===== src/rtl/cpu_boot_ctrl_if.sv =====
// Instruction-memory write port from the boot controller to the core's instruction RAM.
// Handshake: imem_we is a one-cycle write strobe that qualifies imem_addr/imem_wdata; there is no ready, so the memory accepts every strobed word.
interface cpu_boot_ctrl_if #(
    parameter int ADDR_W = 6
);
    logic              imem_we;
    logic [ADDR_W-1:0] imem_addr;
    logic [31:0]       imem_wdata;

    modport master (output imem_we, imem_addr, imem_wdata);
    modport slave  (input  imem_we, imem_addr, imem_wdata);
endinterface


===== src/rtl/cpu_boot_ctrl.sv =====
// Boot/run controller: assembles strobed bytes into instruction words, then
// releases and gates the core until a halt or reload.
module cpu_boot_ctrl #(
    parameter int IMEM_DEPTH = 64,
    parameter int ADDR_W     = 6
) (
    input  logic              clk,
    input  logic              rst_n,
    input  logic              load_mode,
    input  logic              byte_strb,
    input  logic [7:0]        data_in,
    input  logic              halt_req,
    cpu_boot_ctrl_if.master   imem,
    output logic              cpu_rst_n,
    output logic              cpu_en,
    output logic [1:0]        state,
    output logic [ADDR_W:0]   words_loaded,
    output logic [15:0]       run_cycles
);
    typedef enum logic [1:0] {
        S_IDLE = 2'd0,
        S_LOAD = 2'd1,
        S_RUN  = 2'd2,
        S_HALT = 2'd3
    } state_t;

    localparam logic [ADDR_W:0] DEPTH_W = IMEM_DEPTH[ADDR_W:0];

    state_t            state_q, state_d;
    logic              strb_q;
    logic [1:0]        cnt_q, cnt_d;
    logic              we_q, we_d;
    logic [ADDR_W-1:0] addr_q, addr_d;
    logic [31:0]       wdata_q, wdata_d;
    logic [ADDR_W:0]   words_q, words_d;
    logic [15:0]       run_q, run_d;
    logic              cpu_rst_n_q, cpu_rst_n_d;
    logic              cpu_en_q, cpu_en_d;
    logic              strb_edge;
    logic              full;
    logic              load_entry;

    assign strb_edge  = byte_strb & ~strb_q;
    assign full       = (words_q == DEPTH_W);
    assign load_entry = (state_d == S_LOAD) && (state_q != S_LOAD);

    always_ff @(posedge clk or negedge rst_n) begin
        if (!rst_n) begin
            state_q     <= S_IDLE;
            strb_q      <= 1'b0;
            cnt_q       <= 2'd0;
            we_q        <= 1'b0;
            addr_q      <= '0;
            wdata_q     <= 32'd0;
            words_q     <= '0;
            run_q       <= 16'd0;
            cpu_rst_n_q <= 1'b0;
            cpu_en_q    <= 1'b0;
        end else begin
            state_q     <= state_d;
            strb_q      <= byte_strb;
            cnt_q       <= cnt_d;
            we_q        <= we_d;
            addr_q      <= addr_d;
            wdata_q     <= wdata_d;
            words_q     <= words_d;
            run_q       <= run_d;
            cpu_rst_n_q <= cpu_rst_n_d;
            cpu_en_q    <= cpu_en_d;
        end
    end

    always_comb begin
        state_d     = state_q;
        cnt_d       = cnt_q;
        we_d        = 1'b0;
        addr_d      = addr_q;
        wdata_d     = wdata_q;
        words_d     = words_q;
        run_d       = run_q;

        case (state_q)
            S_IDLE:  state_d = load_mode ? S_LOAD : S_RUN;
            S_LOAD:  if (!load_mode) state_d = S_RUN;
            S_RUN: begin
                if (load_mode)     state_d = S_LOAD;
                else if (halt_req) state_d = S_HALT;
            end
            S_HALT:  if (load_mode) state_d = S_LOAD;
            default: state_d = S_IDLE;
        endcase

        // The write pulse retires at its closing edge, even if LOAD was already left.
        if (we_q) begin
            addr_d = addr_q + 1'b1;
            if (!full) words_d = words_q + 1'b1;
        end

        if ((state_q == S_LOAD) && strb_edge && !full) begin
            wdata_d[{cnt_q, 3'b000} +: 8] = data_in;
            cnt_d = cnt_q + 2'd1;
            we_d  = (cnt_q == 2'd3);
        end

        if (load_entry) begin
            cnt_d   = 2'd0;
            addr_d  = '0;
            words_d = '0;
        end

        cpu_rst_n_d = (state_d == S_RUN) || (state_d == S_HALT);
        cpu_en_d    = (state_d == S_RUN);

        // Only a fresh start (from IDLE or LOAD) restarts the cycle count.
        if ((state_d == S_RUN) && ((state_q == S_IDLE) || (state_q == S_LOAD)))
            run_d = 16'd0;
        else if (cpu_en_q && (run_q != 16'hFFFF))
            run_d = run_q + 16'd1;
    end

    assign imem.imem_we    = we_q;
    assign imem.imem_addr  = addr_q;
    assign imem.imem_wdata = wdata_q;
    assign cpu_rst_n       = cpu_rst_n_q;
    assign cpu_en          = cpu_en_q;
    assign state           = state_q;
    assign words_loaded    = words_q;
    assign run_cycles      = run_q;
endmodule


===== src/flat_wrapper.sv =====
// flat-port wrapper written by rule: the top's interface ports become plain ports
module cpu_boot_ctrl_flat 
#(
    parameter int IMEM_DEPTH = 64,
    parameter int ADDR_W     = 6
)
  (clk, rst_n, load_mode, byte_strb, data_in, halt_req, cpu_rst_n, cpu_en, state, words_loaded, run_cycles, imem_imem_we, imem_imem_addr, imem_imem_wdata);
  cpu_boot_ctrl_if #(.ADDR_W(ADDR_W)) imem_i ();
  input  logic clk;
  input  logic rst_n;
  input  logic load_mode;
  input  logic byte_strb;
  input  logic [7:0] data_in;
  input  logic halt_req;
  output logic cpu_rst_n;
  output logic cpu_en;
  output logic [1:0] state;
  output logic [ADDR_W:0] words_loaded;
  output logic [15:0] run_cycles;
  output wire logic [$bits(imem_i.imem_we)-1:0] imem_imem_we;
  output wire logic [$bits(imem_i.imem_addr)-1:0] imem_imem_addr;
  output wire logic [$bits(imem_i.imem_wdata)-1:0] imem_imem_wdata;
  assign imem_imem_we = imem_i.imem_we;
  assign imem_imem_addr = imem_i.imem_addr;
  assign imem_imem_wdata = imem_i.imem_wdata;
  cpu_boot_ctrl #(.IMEM_DEPTH(IMEM_DEPTH), .ADDR_W(ADDR_W)) u_core (.clk(clk), .rst_n(rst_n), .load_mode(load_mode), .byte_strb(byte_strb), .data_in(data_in), .halt_req(halt_req), .imem(imem_i), .cpu_rst_n(cpu_rst_n), .cpu_en(cpu_en), .state(state), .words_loaded(words_loaded), .run_cycles(run_cycles));
endmodule

===== config.mk =====
export PLATFORM = sky130hd
export DESIGN_NAME = cpu_boot_ctrl_flat
export DESIGN_NICKNAME = d
export VERILOG_FILES = /design/src/rtl/cpu_boot_ctrl_if.sv /design/src/rtl/cpu_boot_ctrl.sv /design/src/flat_wrapper.sv
export SDC_FILE = /design/constraint.sdc
export NUM_CORES = 1
export LEC_CHECK = 0
export ABC_AREA = 1
export CAP_MARGIN = 20
export CORE_MARGIN = 1
export CORE_UTILIZATION = 54
export DETAILED_ROUTE_END_ITERATION = 16
export PLACE_DENSITY = 0.86
export SLEW_MARGIN = 25
export SYNTH_ARGS = -nofsm -noshare
export SYNTH_HDL_FRONTEND = slang
export SYNTH_SLANG_ARGS = --single-unit

===== constraint.sdc =====
create_clock -name clk -period 3 [get_ports clk]
set_clock_uncertainty 0.1 [all_clocks]
set_input_delay 0.75 -clock clk [delete_from_list [all_inputs] [get_ports clk]]
set_output_delay 0.75 -clock clk [all_outputs]
set_load 0.005 [all_outputs]

Word level (Yosys, flattened, before mapping)
Cells that the tools add are included.
{ "totals": {"register_bits": 69, "out_inout_bits": 66, "word_cells": 60} }
{ "classes": {"n_bitwise": 2, "shifts": 2, "addsub": 5, "n_eq_ne": 11, "muxes": 17, "reduce_logical": 13} }
{ "ops": {"columns": ["op", "n"], "rows": [
  ["$bwmux W32", 1],
  ["$mux W16", 2],
  ["$shift A8 B7 Y32 const A", 1],
  ["$shiftx A8 B7 Y32", 1],
  ["$mux W7", 3],
  ["$add A16 B1 Y16 const B", 1],
  ["$ne A16 B16 Y1 const B", 1],
  ["$mux W2", 7],
  ["$mux W6", 2],
  ["$eq A2 B2 Y1 const B", 5],
  ["$pmux W2 S4", 1],
  ["$add A7 B1 Y7 const B", 1],
  ["$eq A7 B7 Y1 const B", 1],
  ["$neg A5 Y7", 1],
  ["$add A6 B1 Y6 const B", 1],
  ["$reduce_bool A2 Y1", 3],
  ["$logic_and A1 B1 Y1", 5],
  ["$eq A2 B1 Y1 const B", 2],
  ["$add A2 B1 Y2 const B", 1],
  ["$logic_not A2 Y1", 1],
  ["$logic_or A1 B1 Y1", 2],
  ["$ne A2 B1 Y1 const B", 1],
  ["$ne A2 B2 Y1 const B", 1],
  ["$reduce_and A2 Y1", 1],
  ["4 further kinds", 4]
]} }

Depth between registers and ports, before layout
{ "depth": {"word_depth": 7, "mapped_depth": 10} }

Worst setup path before layout
OpenSTA, ideal clock, no wires.
{ "synth_timing": {"path_type": "register -> register", "startpoint": "reg u_core.cnt_q[0]", "endpoint": "reg u_core.wdata_q[20] (netlist: u_core.imem.imem_wdata[20])", "synth_period_minus_slack_ps": 1835, "path_stages_with_launch": 9, "path_buffers": 2, "required_ps": 2817, "slack_ps": 1165, "t_arrival_ps": 1652, "cell_sequence": "dfrtp_1 > buf_2 > inv_1 > ha_1 > inv_1 > nor2_1 > clkbuf_1 > nand3_1 > o21ai_0"} }
{ "synth_via": {"elab_chain_cells": 3} }
{ "synth_lines": {"columns": ["element", "line_no", "source"], "rows": [
  ["from (decl)", "cpu_boot_ctrl.sv:31", "logic [1:0] cnt_q, cnt_d;"],
  ["from (signal assigned)", "cpu_boot_ctrl.sv:62", "cnt_q <= cnt_d;"],
  ["$neg A5 Y7 (*)", "cpu_boot_ctrl.sv:100", "wdata_d[{cnt_q, 3'b000} +: 8] = data_in;"],
  ["$shiftx A8 B7 Y32 / $shift A8 B7 Y32 (equally long branches)", "cpu_boot_ctrl.sv:100", null],
  ["$bwmux W32 (*)", "cpu_boot_ctrl.sv:100", null],
  ["to (signal assigned)", "cpu_boot_ctrl.sv:65", "wdata_q <= wdata_d;"],
  ["to (decl)", "cpu_boot_ctrl.sv:34", "logic [31:0] wdata_q, wdata_d;"]
]} }
Every way passes the cells marked *; elsewhere a longest branch is shown, timed or not.
A chain may end at the register's enable or synchronous reset.

Final worst setup path
{ "layout_timing": {"startpoint": "reg u_core.cnt_q[0]", "endpoint": "reg u_core.wdata_q[18] (netlist: u_core.imem.imem_wdata[18])"} }
The elaborated chain is that of the path after synthesis.

==> flow_summary.json <==
{
  "status": "complete, no violations",
  "hp-start": "u_core.imem.imem_addr[5]$_DFFE_PN0P_",
  "power_density_nw_per_um2": 496.5,
  "yosys_warnings": 0,
  "grt_pass1_wl_um": 12950,
  "detail-route-antenna-nets": 0,
  "final.period_utilization_pct": 77.53,
  "period_needed_ns": 2.326,
  "dp_hpwl_um": 5545,
  "synth_top_family_by_area": "simple AND/OR/NAND/NOR gates",
  "cts.htree.levels": 3,
  "gp_congestion": 0.8330,
  "worstPathArrival_ns": 2.49,
  "muxShareOfSynthArea_pct": 0,
  "p_switching_mw": 0.5500,
  "post_cts_buffers": 0,
  "cp-start-kind": "flip-flop",
  "crit_path_top_delay_cell": "dfrtp_1",
  "die_h_um": 81.08,
  "relSlewSlack_pct": 43.69,
  "tightest_slew_ns": 0.8446,
  "path_cells": "inv_1 > ha_1 > inv_1 > nor2_1 > nand3_1 > o21ai_0",
  "antennaDiodeCount": 0,
  "start_util_pct": 56.37,
  "drt_iter0_markers": 221,
  "cts.sink_count": 68,
  "rsz0062_at_grt": "no",
  "io_pins": 79,
  "synthXorXnorAreaFrac_pct": 2.334,
  "first_pass_iters": 5,
  "rrSetupSlack_ns": 0.67,
  "drv_slew": 0,
  "yosys.area_share.simple_pct": 29.53,
  "syn_nets": 442,
  "hold_class": "reg2reg",
  "area_growth_pct": 31.53,
  "synth_seq_area_share_pct": 50.39,
  "cts_resized": 0,
  "grt_pass1_vias": 2761,
  "rr_startpoint": "u_core.cnt_q[0]$_DFFE_PN0P_",
  "die_w_um": 81.08,
  "layout-drive-gt1-share_pct": 5.941,
  "drc": 0,
  "r2r_end": "u_core.imem.imem_wdata[18]$_DFFE_PN0P_",
  "tritoncts": "done",
  "via_per_inst": 5.345,
  "wire_per_inst_um": 13.63,
  "drv_cap": 0,
  "crit_required_ns": 3.16,
  "slowest_delay_ns": 0.62,
  "cts.reportedPaths.clkPinSlew_ns": 0.08,
  "p_seq_share_pct": 45.7,
  "ys_types": 28,
  "syn_area_um2": 3377,
  "numCtsBuffers": 9,
  "root_buffer": "clkbuf_8",
  "p_clk_share_pct": 41.1,
  "switching_share_pct": 24.94,
  "crit_top_cell": "inv_1",
  "vdd_ir_drop_max_v": 0.0003230,
  "cts_max_path_buffers": 2,
  "total_leakage_power_nw": 2.010,
  "critPathKind": "reg2reg",
  "io_buffers": 78,
  "antenna_found_initial": 0,
  "synth_compound_area_share_pct": 8.633,
  "grt_max_degree": 69,
  "wirelength_um": 7903,
  "synthAdderAreaFrac_pct": 3.335,
  "min_path_cells": 1,
  "path_buf_inv": 2,
  "clk_latency_ns": 0.34,
  "grt_util_all_layers_pct": 25.87,
  "vias": 3100,
  "p_comb_share_pct": 13.2,
  "path_delay_family": "simple AND/OR/NAND/NOR gates",
  "p_int_mw": 1.655,
  "syn_inst": 420,
  "dieArea_um2": 6574,
  "dp.cells": 564,
  "synth.avg_cell_area_um2": 8.040,
  "final-instance-count-excl-fill": 580,
  "rr_worst_depth": 6,
  "hold_buffers": 0,
  "final-hold-violation-count": 0,
  "num_rows": 28,
  "grt_overflow_total": 0,
  "cp-end-kind": "flip-flop",
  "setup_violations": 0,
  "hold_end": "u_core.imem.imem_addr[5]$_DFFE_PN0P_",
  "tns_ns": 0,
  "max_freq_mhz": 429.9,
  "synth-seq-cells": 68,
  "design.core.area_um2": 5991,
  "cp_max_fo": 14,
  "fin_nets": 522
}
==> stage by stage <==
stage               instance area (µm²)  hold slack (ns)  power (mW)  setup slack (ns)  utilization, %
floorplan                          3377           0.3544       1.143             1.165               -
global placement                   4202           0.3513       1.301            0.6906           70.13
detailed placement                 4202           0.3622       1.314            0.6443           70.13
CTS                                4442           0.3730       2.222            0.7287           74.14
global route                       4442           0.3863       2.291            0.3917           74.14
finish                             4442           0.3694       2.205            0.6740           74.14
==> per-layer routing <==
layer / part of all wire, % / vias to the layer above / track usage, %
met5: 0 / - / 0
met4: 1.7 / 0 / 10.71
met3: 5.8 / 12 / 3.933
met2: 48 / 107 / 42.52
met1: 44 / 1458 / 34.03
li1: - / 1523 / -
==> cell usage in the layout, fill, tap and decap left out, drive strengths merged <==
cell	n
nand3	23
nand4	17
o31ai	3
a21oi	5
nor3b	3
o21bai	3
o21ai	43
nor2	39
clkinv	3
clkbuf	10
nor3	3
a31oi	1
nand3b	1
or2	1
buf	4
inv	34
dfrtp	68
bufinv	3
ha	9
clkdlybuf4s50	77
nand2	146
xnor2	1
xor2	8
==> flip-flops by register name (all words and copies together) (netlist names) <==
name / count
u_core.imem.imem_addr: 6
u_core.cpu_en: 1
u_core.state: 1
u_core.words_loaded: 7
u_core.run_cycles: 16
u_core.imem.imem_wdata: 32
u_core.cnt_q: 2
u_core.imem.imem_we: 1
u_core.strb_q: 1
u_core.cpu_rst_n: 1
==> synthesized netlist by cell type <==
cell | number | area [µm²]
nand2_1 | 142 | 533.0
dfrtp_1 | 68 | 1702
nor2_1 | 35 | 131.4
inv_1 | 33 | 123.9
o21ai_0 | 33 | 165.2
nand3_1 | 22 | 110.1
nand4_1 | 17 | 106.4
o21ai_1 | 10 | 50.05
ha_1 | 9 | 112.6
xor2_1 | 8 | 70.07
buf_2 | 6 | 30.03
a21oi_1 | 5 | 25.02
nand2_2 | 4 | 25.02
clkbuf_1 | 3 | 11.26
nor2_2 | 3 | 18.77
nor3_1 | 3 | 15.01
nor3b_1 | 3 | 22.52
o21bai_1 | 3 | 22.52
o31ai_1 | 3 | 22.52
buf_4 | 2 | 15.01
a31oi_1 | 1 | 6.260
buf_6 | 1 | 11.26
inv_2 | 1 | 3.750
nand3_2 | 1 | 10.01
nand3b_1 | 1 | 7.510
nor2_4 | 1 | 11.26
or2_2 | 1 | 6.260
xnor2_1 | 1 | 8.760
==> how the worst max path moves through the flow <==
stage / slack [ns] / cells after the start / start / end
6_report: 0.67 / 6 / u_core.cnt_q[0]$_DFFE_PN0P_ / u_core.imem.imem_wdata[18]$_DFFE_PN0P_
5_1_grt: 0.39 / 6 / u_core.cnt_q[0]$_DFFE_PN0P_ / u_core.imem.imem_wdata[21]$_DFFE_PN0P_
4_1_cts: 0.73 / 6 / u_core.cnt_q[0]$_DFFE_PN0P_ / u_core.imem.imem_wdata[21]$_DFFE_PN0P_
3_5_place_dp: 0.64 / 8 / byte_strb / u_core.imem.imem_wdata[27]$_DFFE_PN0P_
3_3_place_gp: 0.69 / 8 / byte_strb / u_core.imem.imem_wdata[24]$_DFFE_PN0P_
2_1_floorplan: 1.17 / 8 / u_core.cnt_q[0]$_DFFE_PN0P_ / u_core.imem.imem_wdata[20]$_DFFE_PN0P_
==> worst reg2reg max path, stage by stage, from the launching register on <==
cell,delay (ns)
dfrtp_1,0.62
inv_1,0.25
ha_1,0.35
inv_1,0.09
nor2_1,0.51
nand3_1,0.15
o21ai_0,0.18
==> cell families after synthesis <==
family	Yosys count
compound gates	55
xor+xnor	9
fa+ha+maj	9
buf+inv	46
flops	68
simple gates	233
==> power by group through the flow <==
stage	sequential [mW]	combinational (mW)	clock, mW
2_1_floorplan	1.02	0.124	0
3_3_place_gp	1.02	0.277	0
3_5_place_dp	1.02	0.290	0
4_1_cts	1.01	0.294	0.922
5_1_grt	1.01	0.324	0.953
6_report	1.01	0.291	0.907
==> cell type report <==
| cell class | count | area (µm²) |
|---|---|---|
| clock buffers | 10 | 127.6 |
| clock inverters | 6 | 112.6 |
| fillers | 448 | 1549 |
| inverters | 34 | 127.6 |
| multi-input cells | 306 | 1480 |
| flip-flops and latches | 68 | 1702 |
| well taps | 75 | 93.84 |
| repair buffers | 81 | 798.3 |
(Power assumes the default switching activity.)
